## src/rtl/lock_ctrl_param.sv

```systemverilog
// Parametrised keypad lock: multi-digit entry with failure counting, timed intruder
// lockout, auto-relock after inactivity and in-place password change while open.
module lock_ctrl_param #(
    parameter int                            DIGIT_W        = 4,
    parameter int                            NUM_DIGITS     = 4,
    parameter logic [DIGIT_W*NUM_DIGITS-1:0] DEFAULT_PWD    = 16'h1234,
    parameter int                            MAX_ATTEMPTS   = 3,
    parameter int                            LOCKOUT_CYCLES = 1000,
    parameter int                            UNLOCK_CYCLES  = 500,
    parameter int                            ENTRY_TIMEOUT  = 200
) (
    input  logic                              clk,
    input  logic                              rst_btn,
    input  logic [DIGIT_W-1:0]                digit_in,
    input  logic                              digit_valid,
    input  logic                              clear_btn,
    input  logic                              lock_btn,
    input  logic                              set_pwd_btn,
    output logic                              led_locked,
    output logic                              led_unlocked,
    output logic                              led_alert,
    output logic [$clog2(MAX_ATTEMPTS+1)-1:0] fail_count,
    output logic [$clog2(NUM_DIGITS+1)-1:0]   digit_count
);
    localparam int PW     = DIGIT_W * NUM_DIGITS;
    localparam int FCW    = $clog2(MAX_ATTEMPTS + 1);
    localparam int DCW    = $clog2(NUM_DIGITS + 1);
    localparam int TMAX_A = (LOCKOUT_CYCLES > UNLOCK_CYCLES) ? LOCKOUT_CYCLES : UNLOCK_CYCLES;
    localparam int TMAX   = (TMAX_A > ENTRY_TIMEOUT) ? TMAX_A : ENTRY_TIMEOUT;
    localparam int TW     = $clog2(TMAX + 1);

    typedef enum logic [2:0] {S_LOCKED, S_ENTRY, S_UNLOCKED, S_SET_PWD, S_ALERT} state_t;

    state_t         state, state_n;
    logic [PW-1:0]  buffer, buffer_n, pwd, pwd_n, buf_sh;
    logic [FCW-1:0] fail_n;
    logic [DCW-1:0] dcnt_n;
    logic [TW-1:0]  timer, timer_n, timer_inc;
    logic           digit_ok, last_digit, open_n;

    // One shared timer serves entry idle, unlock idle and lockout; every exit clears it.
    assign timer_inc  = (timer == TW'(TMAX)) ? timer : timer + 1'b1;
    assign buf_sh     = (buffer << DIGIT_W) | PW'(digit_in);
    assign digit_ok   = digit_valid && !clear_btn && !lock_btn && !set_pwd_btn;
    assign last_digit = (digit_count == DCW'(NUM_DIGITS - 1));
    assign open_n     = (state_n == S_UNLOCKED) || (state_n == S_SET_PWD);

    always_comb begin
        state_n  = state;
        buffer_n = buffer;
        pwd_n    = pwd;
        fail_n   = fail_count;
        dcnt_n   = digit_count;
        timer_n  = timer_inc;
        case (state)
            S_LOCKED, S_ENTRY: begin
                if (clear_btn) begin
                    state_n = S_LOCKED;
                    dcnt_n  = '0;
                    timer_n = '0;
                end else if (digit_ok) begin
                    buffer_n = buf_sh;
                    timer_n  = '0;
                    if (last_digit) begin
                        dcnt_n = '0;
                        if (buf_sh == pwd) begin
                            state_n = S_UNLOCKED;
                            fail_n  = '0;
                        end else if (int'(fail_count) + 1 >= MAX_ATTEMPTS) begin
                            state_n = S_ALERT;
                            fail_n  = FCW'(MAX_ATTEMPTS);
                        end else begin
                            state_n = S_LOCKED;
                            fail_n  = fail_count + 1'b1;
                        end
                    end else begin
                        state_n = S_ENTRY;
                        dcnt_n  = digit_count + 1'b1;
                    end
                end else if (state == S_LOCKED) begin
                    timer_n = '0;
                end else if (timer == TW'(ENTRY_TIMEOUT - 1)) begin
                    state_n = S_LOCKED;
                    dcnt_n  = '0;
                    timer_n = '0;
                end
            end
            S_UNLOCKED: begin
                if (lock_btn || timer == TW'(UNLOCK_CYCLES - 1)) begin
                    state_n = S_LOCKED;
                    timer_n = '0;
                end else if (set_pwd_btn) begin
                    state_n = S_SET_PWD;
                    dcnt_n  = '0;
                    timer_n = '0;
                end
            end
            S_SET_PWD: begin
                if (clear_btn) begin
                    state_n = S_UNLOCKED;
                    dcnt_n  = '0;
                    timer_n = '0;
                end else if (lock_btn) begin
                    state_n = S_LOCKED;
                    dcnt_n  = '0;
                    timer_n = '0;
                end else if (digit_ok) begin
                    buffer_n = buf_sh;
                    timer_n  = '0;
                    if (last_digit) begin
                        pwd_n   = buf_sh;
                        state_n = S_UNLOCKED;
                        dcnt_n  = '0;
                    end else begin
                        dcnt_n = digit_count + 1'b1;
                    end
                end else if (timer == TW'(ENTRY_TIMEOUT - 1)) begin
                    state_n = S_UNLOCKED;
                    dcnt_n  = '0;
                    timer_n = '0;
                end
            end
            S_ALERT: begin
                if (timer == TW'(LOCKOUT_CYCLES - 1)) begin
                    state_n = S_LOCKED;
                    fail_n  = '0;
                    timer_n = '0;
                end
            end
            default: begin
                state_n = S_LOCKED;
                dcnt_n  = '0;
                timer_n = '0;
            end
        endcase
    end

    always_ff @(posedge clk) begin
        if (!rst_btn) begin
            state        <= S_LOCKED;
            buffer       <= '0;
            pwd          <= DEFAULT_PWD;
            fail_count   <= '0;
            digit_count  <= '0;
            timer        <= '0;
            led_locked   <= 1'b1;
            led_unlocked <= 1'b0;
            led_alert    <= 1'b0;
        end else begin
            state        <= state_n;
            buffer       <= buffer_n;
            pwd          <= pwd_n;
            fail_count   <= fail_n;
            digit_count  <= dcnt_n;
            timer        <= timer_n;
            led_locked   <= !open_n;
            led_unlocked <= open_n;
            led_alert    <= (state_n == S_ALERT);
        end
    end
endmodule

```

## config.mk

```make
export PLATFORM = sky130hd
export DESIGN_NAME = lock_ctrl_param
export DESIGN_NICKNAME = d
export VERILOG_FILES = /design/src/rtl/lock_ctrl_param.sv
export SDC_FILE = /design/constraint.sdc
export NUM_CORES = 1
export LEC_CHECK = 0
export CORE_UTILIZATION = 30
export DETAILED_ROUTE_END_ITERATION = 7
export SETUP_SLACK_MARGIN = 0.5
export SYNTH_ARGS = -nofsm -noshare
export SYNTH_HDL_FRONTEND = slang
export SYNTH_SLANG_ARGS = --single-unit
```

## constraint.sdc

```tcl
create_clock -name clk -period 2.2 [get_ports clk]
set_input_delay 0.55 -clock clk [delete_from_list [all_inputs] [get_ports clk]]
set_output_delay 0.55 -clock clk [all_outputs]
set_load 0.005 [all_outputs]
```

==> flow_metrics.py <==
metrics = {
    "timing": {
        "skew_ns": 0.009342,
        "rsz0062_at_grt": "yes",
        "worstMarginPinSlew_ns": 0.5138,
        "max_freq_mhz": 566.7,
        "finalSetupViolCount": 0,
        "post-route-min-period_ns": 1.765,
        "slew_violations": 0,
        "hold_viol": 0,
        "holdWs_ns": 0.5006,
        "fin_tns_setup_ns": 0,
        "finalCritPeriodShare": 0.8021,
        "relSlewSlack": 0.6569,
    },
    "power_and_ir_drop": {
        "power_density_nw_per_um2": 469.2,
        "vdd_drop_max_v": 0.0001949,
        "total_power_mw": 1.533,
        "power.leakage_nw": 1.252,
    },
    "placement": {
        "dpl.hpwl_mm": 3.418,
        "numPortBuffers": 17,
        "finalWeightedCongestion": 0.8277,
    },
    "global_routing": {
        "grt_max_degree": 25,
        "antenna_found_initial": 0,
        "grt_pass1_wl_mm": 9.308,
        "grtUsageTotal": 0.1392,
        "grt_overflow_total": 0,
        "first_global_vias": 1975,
    },
    "route": {
        "wl_per_cell_um": 13.38,
        "drt_iter0_drc": 29,
        "ant_nets": 0,
        "via_per_inst": 4.803,
        "firstDrtPassIters": 4,
        "wl_mm": 5.364,
        "drcViolationCount": 0,
        "dr_total_vias": 1926,
    },
    "layout": {
        "layout-drive-gt1-share": 0.3344,
        "multi_input_area_um2": 1495,
        "diodes": 0,
        "final_common_cell": "dfxtp_1",
        "nNetsFinal": 314,
        "nFillCells": 736,
        "synthToLayoutAreaGrowth_pct": 38.88,
        "final_core_util": 0.4410,
        "regArea_um2": 1007,
        "final_cell_mix": "dfxtp_1, nor2_1, buf_4, mux2i_1, xor2_1",
    },
    "critical_path": {
        "arrival_ns": 1.99,
        "worstPathMaxFanout": 7,
        "cp-start-kind": "register",
        "required_ns": 2.43,
        "worst-r2r-cell-count": 6,
        "worstSetupPathType": "reg -> reg",
        "worstSetupEndpointType": "register",
    },
    "synthesis": {
        "ys_ff_latch": 49,
        "synth_top_area_frac": 0.4170,
        "yosysSeqAreaShare": 0.4170,
        "synth_nets": 258,
        "yosys_warnings": 0,
        "yosys.area.top_type": "dfxtp_1",
        "synth_area_leaders": "dfxtp_1, mux2i_1, xor2_1, nor2_1, nand2_1",
        "synth_area_um2": 2352,
        "yosysUniqueCellTypes": 50,
        "syn_avg_cell_area_um2": 9.601,
        "syn_inst": 245,
    },
    "run_status": {
        "outcome": "finished clean",
    },
    "clock_network": {
        "cts_tree": "yes",
        "cts_made_buffers": 5,
        "cts-htree-levels": 2,
        "cts_buffer_depth": 2,
        "clk_pin_slew_ns": 0.10,
        "clk_latency_ns": 0.30,
        "hold_buffers": 0,
        "cts.sinks": 49,
        "cts_root_buffer": "clkbuf_8",
    },
    "floorplanning": {
        "rows": 31,
        "initial_core_util": 0.3175,
        "ioPinCount": 18,
        "die_y_um": 90.55,
        "die_area_um2": 8199,
        "fp.dieW_um": 90.55,
        "core_area_um2": 7408,
    },
    "hold_path": {
        "hold_path_class": "reg -> reg",
        "min_path_cells": 2,
    },
    "flow_run": {
        "cap_violations": 0,
    },
}
-- sequential cells by signal, summed over array words and instances, names as in the netlist --
| signal | flops |
|---|---|
| timer | 10 |
| led_locked | 1 |
| led_alert | 1 |
| buffer | 12 |
| digit_count | 3 |
| pwd | 16 |
| led_unlocked | 1 |
| fail_count | 2 |
| state | 3 |
-- worst max-delay path, stage by stage (launching register included) --
cell and delay (ns):
dfxtp_4 0.38, clkbuf_2 0.15, buf_4 0.15, a211o_4 0.38, nor4_4 0.32, o311ai_4 0.17, nor3_2 0.14
-- logic make-up (layout without fill, tap and decap cells) --
logic type,after synthesis,count (layout),share of synthesized area
compound gates,25,26,0.09257
xor+xnor,25,25,0.09309
fa+ha+maj,3,3,0.01596
buf+inv,14,70,0.02872
flops,49,49,0.4170
mux,29,29,0.1234
simple gates,100,100,0.2293
-- path summary, 6_finish.rpt --
kind	from	endpoint	slack, ns
max	state[1]$_SDFF_PN0_	timer[2]$_SDFF_PN0_	0.44
min	pwd[12]$_SDFFE_PN1P_	pwd[12]$_SDFFE_PN1P_	0.50
max reg2reg	state[1]$_SDFF_PN0_	timer[2]$_SDFF_PN0_	0.44
min reg2reg	pwd[12]$_SDFFE_PN1P_	pwd[12]$_SDFFE_PN1P_	0.50
-- layout make-up --
| class | instances | share of cell area |
|---|---|---|
| repair buffers | 56 | 0.1601 |
| clock buffers | 5 | 0.02106 |
| well taps | 99 | 0.03792 |
| flip-flops and latches | 49 | 0.3083 |
| multi-input cells | 183 | 0.4577 |
| clock inverters | 3 | 0.008043 |
| inverters | 6 | 0.006894 |
-- metal layers --
| layer | global-route usage | wire [um] | part of all wire |
|---|---|---|---|
| met5 | 0 | 0 | 0 |
| met4 | 0.03091 | 27 | 0.0050 |
| met3 | 0.02778 | 122 | 0.023 |
| met2 | 0.2500 | 2769 | 0.52 |
| met1 | 0.1696 | 2445 | 0.46 |
-- per-stage QoR --
step	std cells	instance area, um2	setup WS (ns)
final	401	3267	0.4354
after global routing	401	3267	0.3737
after CTS	398	3202	0.4829
after detailed placement	376	2845	-0.2810
after global placement	376	2845	-0.2408
after floorplan	245	2394	0.3567
-- where the power goes --
| part | leakage, nW | total [mW] | switching [mW] | internal (mW) |
|---|---|---|---|---|
| combinational | 0.808 | 0.0962 | 0.0497 | 0.0465 |
| sequential | 0.402 | 0.884 | 0.00261 | 0.882 |
| clock | 0.0423 | 0.552 | 0.321 | 0.232 |
-- synth_stat cells (all sizes together) --
cell type / number
dfxtp: 49
nor2: 40
mux2i: 29
xor2: 22
nand2: 20
a21oi: 8
inv: 6
nand3: 6
clkbuf: 5
nor4: 5
nor3: 4
and4: 3
buf: 3
ha: 3
nand2b: 3
nor2b: 3
nor3b: 3
o311ai: 3
or3b: 3
xnor2: 3
a311oi: 2
a31oi: 2
nand4: 2
nor4b: 2
o21ai: 2
o311a: 2
a211o: 1
a211oi: 1
a41o: 1
and2b: 1
and3: 1
and3b: 1
nand3b: 1
nor4bb: 1
o211a: 1
o211ai: 1
o22ai: 1
or3: 1
-- what timing repair did --
item / 4_1_cts / 5_1_grt
buffers inserted: 12 / 3
cloned: 2 / 0
resized for setup: 54 / 21
setup endpoints to repair: 54 / 36
pin swaps: 26 / 13
Power figures use the tool's default switching activity.
